===== src/rtl/dcache_pkg.sv =====
// dcache_pkg: geometry, state encoding and address helpers shared by the
// L1 data cache controller and its storage arrays.
package dcache_pkg;

  localparam int ADDR_W    = 32;
  localparam int WORD_W    = 32;
  localparam int LINE_W    = 256;
  localparam int NUM_LINES = 16;
  localparam int IDX_W     = $clog2(NUM_LINES);
  localparam int OFF_W     = 5;
  localparam int TAG_W     = ADDR_W - IDX_W - OFF_W;
  localparam int WSEL_W    = OFF_W - 2;

  typedef enum logic [1:0] {
    IDLE,
    WRITEBACK,
    ALLOCATE,
    REFILL_DONE
  } state_e;

  typedef logic [TAG_W-1:0]  tag_t;
  typedef logic [IDX_W-1:0]  idx_t;
  typedef logic [WSEL_W-1:0] wsel_t;
  typedef logic [WORD_W-1:0] word_t;
  typedef logic [LINE_W-1:0] line_t;

  function automatic logic [ADDR_W-1:0] line_addr(
    input tag_t t,
    input idx_t i
  );
    return {t, i, {OFF_W{1'b0}}};
  endfunction

endpackage


===== src/rtl/dcache_sram.sv =====
// dcache_sram: tag/valid/dirty and line data arrays, async read port,
// sync per-word store write and full-line refill write.
// Ports: rd_* lookup, word_* store port, line_* refill port.
module dcache_sram
  import dcache_pkg::*;
(
  input  logic  clk_i,
  input  logic  rst_i,
  input  idx_t  rd_idx_i,
  output tag_t  rd_tag_o,
  output logic  rd_valid_o,
  output logic  rd_dirty_o,
  output line_t rd_line_o,
  input  logic  word_we_i,
  input  idx_t  word_idx_i,
  input  wsel_t word_sel_i,
  input  word_t word_i,
  input  logic  line_we_i,
  input  idx_t  line_idx_i,
  input  tag_t  line_tag_i,
  input  line_t line_i
);

  tag_t  tag_q  [NUM_LINES];
  line_t data_q [NUM_LINES];

  logic [NUM_LINES-1:0] valid_q;
  logic [NUM_LINES-1:0] valid_d;
  logic [NUM_LINES-1:0] dirty_q;
  logic [NUM_LINES-1:0] dirty_d;

  assign rd_tag_o   = tag_q[rd_idx_i];
  assign rd_line_o  = data_q[rd_idx_i];
  assign rd_valid_o = valid_q[rd_idx_i];
  assign rd_dirty_o = dirty_q[rd_idx_i];

  always_comb begin
    valid_d = valid_q;
    dirty_d = dirty_q;
    if (word_we_i) begin
      dirty_d[word_idx_i] = 1'b1;
    end
    if (line_we_i) begin
      valid_d[line_idx_i] = 1'b1;
      dirty_d[line_idx_i] = 1'b0;
    end
  end

  always_ff @(posedge clk_i or negedge rst_i) begin
    if (!rst_i) begin
      valid_q <= '0;
      dirty_q <= '0;
    end else begin
      valid_q <= valid_d;
      dirty_q <= dirty_d;
    end
  end

  // Tag and data contents are meaningless until valid, so no reset.
  always_ff @(posedge clk_i) begin
    if (line_we_i) begin
      tag_q[line_idx_i]  <= line_tag_i;
      data_q[line_idx_i] <= line_i;
    end
    if (word_we_i) begin
      data_q[word_idx_i][word_sel_i*WORD_W +: WORD_W] <= word_i;
    end
  end

endmodule


===== src/rtl/dcache_controller.sv =====
// dcache_controller: direct-mapped write-back write-allocate L1 D-cache.
// Ports: cpu_* MEM-stage request/stall, mem_* 256-bit line memory port.
module dcache_controller
  import dcache_pkg::*;
(
  input  logic              clk_i,
  input  logic              rst_i,
  input  logic              cpu_req_i,
  input  logic              cpu_write_i,
  input  logic [ADDR_W-1:0] cpu_addr_i,
  input  logic [WORD_W-1:0] cpu_data_i,
  output logic [WORD_W-1:0] cpu_data_o,
  output logic              cpu_stall_o,
  output logic              mem_enable_o,
  output logic              mem_write_o,
  output logic [ADDR_W-1:0] mem_addr_o,
  output logic [LINE_W-1:0] mem_data_o,
  input  logic [LINE_W-1:0] mem_data_i,
  input  logic              mem_ack_i
);

  tag_t  req_tag;
  idx_t  req_idx;
  wsel_t req_wsel;
  logic  unused_addr;

  assign req_tag     = cpu_addr_i[ADDR_W-1 -: TAG_W];
  assign req_idx     = cpu_addr_i[OFF_W +: IDX_W];
  assign req_wsel    = cpu_addr_i[2 +: WSEL_W];
  assign unused_addr = ^cpu_addr_i[1:0];

  tag_t  rd_tag;
  logic  rd_valid;
  logic  rd_dirty;
  line_t rd_line;
  logic  word_we;
  logic  line_we;

  state_e            state_q, state_d;
  logic              en_q, en_d;
  logic              wr_q, wr_d;
  logic [ADDR_W-1:0] addr_q, addr_d;
  line_t             wdata_q, wdata_d;
  tag_t              mtag_q, mtag_d;
  idx_t              midx_q, midx_d;

  logic  hit;
  logic  idle;
  logic  ack_ok;
  word_t rd_word;

  dcache_sram u_sram (
    .clk_i      (clk_i),
    .rst_i      (rst_i),
    .rd_idx_i   (req_idx),
    .rd_tag_o   (rd_tag),
    .rd_valid_o (rd_valid),
    .rd_dirty_o (rd_dirty),
    .rd_line_o  (rd_line),
    .word_we_i  (word_we),
    .word_idx_i (req_idx),
    .word_sel_i (req_wsel),
    .word_i     (cpu_data_i),
    .line_we_i  (line_we),
    .line_idx_i (midx_q),
    .line_tag_i (mtag_q),
    .line_i     (mem_data_i)
  );

  assign hit     = rd_valid & (rd_tag == req_tag);
  assign idle    = (state_q == IDLE);
  assign rd_word = rd_line[req_wsel*WORD_W +: WORD_W];

  // Acks only count while a request is actually on the bus.
  assign ack_ok  = mem_ack_i & en_q;
  assign word_we = cpu_req_i & cpu_write_i & hit & idle;
  assign line_we = (state_q == ALLOCATE) & ack_ok;

  assign cpu_stall_o = cpu_req_i & (~hit | ~idle);
  assign cpu_data_o  = (cpu_req_i & ~cpu_write_i & hit & idle)
                     ? rd_word : '0;

  assign mem_enable_o = en_q;
  assign mem_write_o  = wr_q;
  assign mem_addr_o   = addr_q;
  assign mem_data_o   = wdata_q;

  // Miss tag/index are latched so the refill lands in the right line
  // even if the CPU drops its request mid-miss.
  always_comb begin
    state_d = state_q;
    en_d    = en_q;
    wr_d    = wr_q;
    addr_d  = addr_q;
    wdata_d = wdata_q;
    mtag_d  = mtag_q;
    midx_d  = midx_q;
    unique case (state_q)
      IDLE: begin
        if (cpu_req_i & ~hit) begin
          mtag_d = req_tag;
          midx_d = req_idx;
          en_d   = 1'b1;
          if (rd_valid & rd_dirty) begin
            state_d = WRITEBACK;
            wr_d    = 1'b1;
            addr_d  = line_addr(rd_tag, req_idx);
            wdata_d = rd_line;
          end else begin
            state_d = ALLOCATE;
            wr_d    = 1'b0;
            addr_d  = line_addr(req_tag, req_idx);
          end
        end
      end
      WRITEBACK: begin
        // Enable drops for one cycle between write-back and fetch.
        if (ack_ok) begin
          state_d = ALLOCATE;
          en_d    = 1'b0;
          wr_d    = 1'b0;
          addr_d  = line_addr(mtag_q, midx_q);
          wdata_d = '0;
        end
      end
      ALLOCATE: begin
        if (ack_ok) begin
          state_d = REFILL_DONE;
          en_d    = 1'b0;
        end else if (!en_q) begin
          en_d = 1'b1;
        end
      end
      REFILL_DONE: begin
        state_d = IDLE;
      end
      default: begin
        state_d = IDLE;
      end
    endcase
  end

  always_ff @(posedge clk_i or negedge rst_i) begin
    if (!rst_i) begin
      state_q <= IDLE;
      en_q    <= 1'b0;
      wr_q    <= 1'b0;
      addr_q  <= '0;
      wdata_q <= '0;
      mtag_q  <= '0;
      midx_q  <= '0;
    end else begin
      state_q <= state_d;
      en_q    <= en_d;
      wr_q    <= wr_d;
      addr_q  <= addr_d;
      wdata_q <= wdata_d;
      mtag_q  <= mtag_d;
      midx_q  <= midx_d;
    end
  end

endmodule


===== config.mk =====
export PLATFORM = sky130hd
export DESIGN_NAME = dcache_controller
export DESIGN_NICKNAME = d
export VERILOG_FILES = /design/src/rtl/dcache_pkg.sv /design/src/rtl/dcache_sram.sv /design/src/rtl/dcache_controller.sv
export SDC_FILE = /design/constraint.sdc
export NUM_CORES = 2
export LEC_CHECK = 0
export ABC_AREA = 1
export CORE_ASPECT_RATIO = 1.2
export CORE_MARGIN = 2
export CORE_UTILIZATION = 61
export CTS_CLUSTER_DIAMETER = 30
export DETAILED_ROUTE_END_ITERATION = 12
export PLACE_DENSITY = 0.84
export SETUP_SLACK_MARGIN = 0.02
export SYNTH_ARGS = -nofsm -noshare
export SYNTH_HDL_FRONTEND = slang
export SYNTH_MEMORY_MAX_BITS = 65536
export SYNTH_SLANG_ARGS = --single-unit

===== constraint.sdc =====
create_clock -name clk_i -period 4.45 [get_ports clk_i]
set_input_delay 0.89 -clock clk_i [delete_from_list [all_inputs] [get_ports clk_i]]
set_output_delay 0.89 -clock clk_i [all_outputs]
set_load 0.02 [all_outputs]

==> impl_results.md, run 1 <==
- Status: stopped before the end
- Failed at: 5_1_grt
- Stop err: [ERROR GRT-0232] Routing congestion too high. Check the congestion heatmap in the GUI.
- Cell Count Post-Placement: 18800
- Post-synth EDFFs: 4464
- Global-route usage over all layers: 73.8%
- Final RePlAce weighted congestion: 1.09
- Yosys warns: 0
- Num CTS Buffers: 604
- Port Buffers: 640
- Synthesized area: 0.187 sq mm
- CTS max path bufs: 4
- Syn Inst Count: 13200
- H-tree Lvls: 6
- DP Area: 0.217 sq mm
- FP Rows: 222
- Die extent in x: 509 microns
- Post-synth cell types: 41
- Post-Syn Area per Cell: 14.1 sq um
- Die height: 610 microns
- Root buffer cell: clkbuf_16
- Clock sinks: 4810
- FF+latch count, synth: 4810
- Hold_buf cts: 0
- Post-synth ARST share: 7.19%
- Largest net degree at the start of global routing: 87
- GRT overflow: 296
- Top_reg_cell synth: edfxtp_1
- Post-synthesis sequential area ratio: 76.5%
- I/O Pins: 648
- Starting Density: 61.3%
- Detailed placement HPWL: 473 mm
logic make-up after synthesis:
group,count (synthesis),share of synthesized area [%]
AOI/OAI and AO/OA,3202,12.4
adders and majority gates,6,0.0402
buffers and inverters,1076,2.36
DFF,4810,76.5
other,1,0.00201
and+or+nand+nor,4110,8.76
through the flow:
step | setup slack (ns) | TNS (ns) | hold WS (ns)
after floorplan | -0.0699 | -108.68 | 0.440
after global placement | -1.92 | -7763.49 | 0.452
after detailed placement | -1.99 | -8272.76 | 0.454
after CTS | -0.475 | -576.09 | 0.00139
cells in the mapped netlist (all sizes together) (117+ instances only):
cell,number,share of area (%)
a22oi,2054,8.3
nand3,346,0.93
dfrtp,346,4.6
nand4,146,0.49
nand2,3212,6.5
o31ai,199,0.80
nor2,374,0.77
a2111oi,117,0.55
inv,165,0.33
a21boi,242,0.97
edfxtp,4464,72
buf,307,0.81
o21ai,248,0.67
clkbuf,602,1.2
a21oi,229,0.62
repair_timing:
item                       in CTS
gates cloned                   56
resized for setup             704
pin swaps                     105
buffers inserted              147
hold endpoints to repair        0
setup endpoints to repair    5538
per-layer routing:
metal,overflow,track usage [%]
met1,37,70.7
met2,101,84.3
met3,23,67.3
met4,133,72.6
met5,2,55.4
==> run 2, diff against run 1 <==
- CORE_ASPECT_RATIO: 1.2 -> not set
- CORE_UTILIZATION: 61 -> 40
- CTS_CLUSTER_DIAMETER: 30 -> not set
- PLACE_DENSITY: 0.84 -> not set
- PLACE_DENSITY_LB_ADDON: not set -> 0.15
- SETUP_SLACK_MARGIN: 0.02 -> not set
==> impl_results.md, run 2 <==
- Hold path cells: 4
- Met2 wire length: 327 mm
- Largest net degree at the start of global routing: 83
- Final period demand of the worst path: 5.14 ns
- Multi-input gate area: 0.0439 sq mm
- H-tree Lvls: 6
- RSZ-0062 raised after global routing: true
- Post-Syn Area per Cell: 14.1 sq um
- Final Max Slew Viols: 0
- FF+latch count, synth: 4810
- Detailed placement HPWL: 528 mm
- Core ar.: 0.464 sq mm
- # setup viols final: 32
- Max reg flops: 4096
- First-pass GRT wire length: 1030 mm
- DR vias: 133000
- Starting Density: 40.2%
- Worst R2R Path Depth: 26
- Vias in the first global route: 127000
- Critical path's largest stage delay: 0.48 ns
- Worst Clk Skew: 0.0428 ns
- Slew headroom: 11.0%
- Share of cells above drive strength 1: 22.1%
- Post-synth cell types: 41
- Critical path data required time: 3.56 ns
- Post-synthesis sequential area ratio: 76.5%
- DRT Pass-1 Iters: 6
- Leakage: 87.9 nW
- Global-route usage over all layers: 31.3%
- Setup TNS Final: -16.39 ns
- Final Hold Fails: 0
- P per Cell Area: 413 mW/mm^2
- Filler Cells Inserted: 37800
- Peak supply drop: 0.361 mV
- Wl on met1: 296 mm
- Die height: 687 microns
- Vias per cell: 5.98
- Top Metal Used: met5
- CP Launch Type: input port
- Setup WS pre-CTS: -1.64 ns
- Worst reg-to-reg setup slack: 0.16 ns
- Hold Path Sink: mem_addr_o[5]
- FF-to-FF Start: u_sram.tag_q[13][16]
- Crit share post-route: 116%
- Worst reg2reg path endpoint: u_sram.data_q[2][2]
- Hold Crit Start: cpu_addr_i[5]
- Top_reg_cell synth: edfxtp_1
- Most frequent cells in the layout: 4464 x edfxtp_1, 3161 x nand2_1, 2026 x a22oi_1
- Initial antenna violation count: 43
- Final #Nets: 16000
- Worst Tran Pin Value: 1.33 ns
- Most common cell after layout, fill and taps aside: edfxtp_1
- Most Frequent Cell on Critical Path: buf_12
- Count leader, synth: edfxtp_1
- Synth cell count leaders: 4464 x edfxtp_1, 3201 x nand2_1, 2054 x a22oi_1
- I/O Pins: 648
- Port Buffers: 640
- Area Growth Syn to Fin: 32.0%
- Area share of the largest cell type after synthesis: 71.8%
- Die area: 0.472 sq mm
- Yosys warns: 0
- Antenna-violating nets left: 0
- GRT overflow: 0
- Die extent in x: 687 microns
- Met3 WL post-DR: 92.2 mm
- Hold Crit Class: in -> reg
- Post-synth top area cell: edfxtp_1
- Critical Path AT: 4.25 ns
- DR WL/cell: 34.3 microns
- Root buffer cell: clkbuf_16
- Status: finished with violations
- Clk slew on worst S/H paths: 0.06 ns
- Reg with most FFs: u_sram.data_q
- Max-cap viol count: 0
- # DRC: 0
- Post-synth ARST share: 7.19%
- Routed WL: 764 mm
- Crit-path slowest cell: nor3_4
- Syn Inst Count: 13200
- Final RePlAce weighted congestion: 0.988
- Post-synth EDFFs: 4464
- Storage cell area: 0.143 sq mm
- CP max FO: 12
- Top cells by area, synth: edfxtp_1 72%, a22oi_1 8.3%, nand2_1 6.4%
- CTS max path bufs: 4
- Initial DRC Count: 19400
- Worst Setup Path Type: in -> out
- CP Cell Sequence: buf_12, buf_6, nor2_4, buf_12, buf_16, buf_6, buf_12, buf_12, buf_4, a22oi_1, a21oi_2, a2111oi_4, buf_12, o211ai_1, buf_4, a31oi_1, nor3_4, buf_6, buf_12
- Clock latency at the later pin of the worst-skew pair: 1.09 ns
- FP Rows: 250
- Num CTS Buffers: 520
- CTS tree: built
- Achievable Freq: 0.195 GHz
- Final WS setup: -0.691 ns
- Clock sinks: 4810
- Synthesized area: 0.187 sq mm
- Violated checks: setup timing
- CP Capture Type: output pin
-- run 2: cell counts after synthesis --
No cell type changed its count.
-- run 2: worst max-delay path, delay by kind of cell --
family	cells	cell delay, ns
AND/OR/NAND/NOR	2	0.66
buffers and inverters	12	1.88
AO/OA/AOI/OAI	5	0.69
-- run 2: per-stage QoR --
| step | utilization [%] | std cells | hold WS [ns] | total power [mW] | area (sq um) |
|---|---|---|---|---|---|
| 4_1_cts | 52.6 | 22200 | 0.329 | 102 | 244000 |
| 6_report | 53.1 | 22300 | 0.385 | 102 | 246000 |
| 2_1_floorplan | - | 13200 | 0.440 | 52.7 | 188000 |
| 3_3_place_gp | 48.0 | 21100 | 0.452 | 58.2 | 223000 |
| 3_5_place_dp | 48.0 | 21100 | 0.453 | 58.3 | 223000 |
| 5_1_grt | 53.1 | 22200 | 0.378 | 104 | 246000 |
-- run 2: layout make-up --
class	count	share of cell area, %
Clock inverter	259	1.18
Clock buffer	664	5.71
Tap cell	6174	3.14
Multi-Input combinational cell	7323	17.8
Timing Repair Buffer	2831	13.9
Antenna cell	25	0.0254
Inverter	167	0.306
Sequential cell	4810	57.9
-- run 2: where the power goes --
part | internal [mW] | total (mW) | switching [mW]
sequential | 49.3 | 49.3 | 0
combinational | 3.33 | 9.16 | 5.83
clock | 25.0 | 43.3 | 18.3
total | 77.6 | 102 | 24.2
-- run 2: kinds of logic (layout without fill, tap and decap cells) --
| kind of cell | Yosys count | count (layout) | share of synthesized area (%) |
|---|---|---|---|
| AOI/OAI and AO/OA | 3202 | 3202 | 12.4 |
| other | 1 | 30 | 0.00201 |
| adders and majority gates | 6 | 6 | 0.0402 |
| buffers and inverters | 1076 | 3921 | 2.36 |
| and+or+nand+nor | 4110 | 4110 | 8.76 |
| DFF | 4810 | 4810 | 76.5 |
-- run 2: worst max-delay path by stage --
| stage | startpoint | to | slack, ns | cells past startpoint |
|---|---|---|---|---|
| after CTS | cpu_addr_i[5] | cpu_data_o[26] | -0.53 | 19 |
| after global placement | cpu_addr_i[6] | cpu_data_o[21] | -2.03 | 14 |
| after floorplan | cpu_addr_i[3] | u_sram.data_q[4][0] | -0.07 | 18 |
| after detailed placement | cpu_addr_i[7] | cpu_data_o[28] | -1.64 | 20 |
| final | cpu_addr_i[5] | cpu_data_o[28] | -0.69 | 19 |
| after global routing | cpu_addr_i[5] | cpu_data_o[26] | -0.76 | 23 |
-- run 2: routing by layer --
layer  GRT usage (%)  up-vias
li1                -    55300
met1            42.0    68200
met2            45.6     8125
met3            9.94     1351
met4            16.5       14
met5               0        -
-- run 2: timing repair --
action | 4_1_cts | 5_1_grt
hold buffers | 1 | 0
gates cloned | 28 | 14
setup endpoints to repair | 1760 | 381
buffers inserted | 121 | 63
resized for setup | 482 | 298
endpoints found under the hold margin | 74 | 0
pin swaps | 95 | 88
No activity file was read; power rests on OpenSTA's default activity.
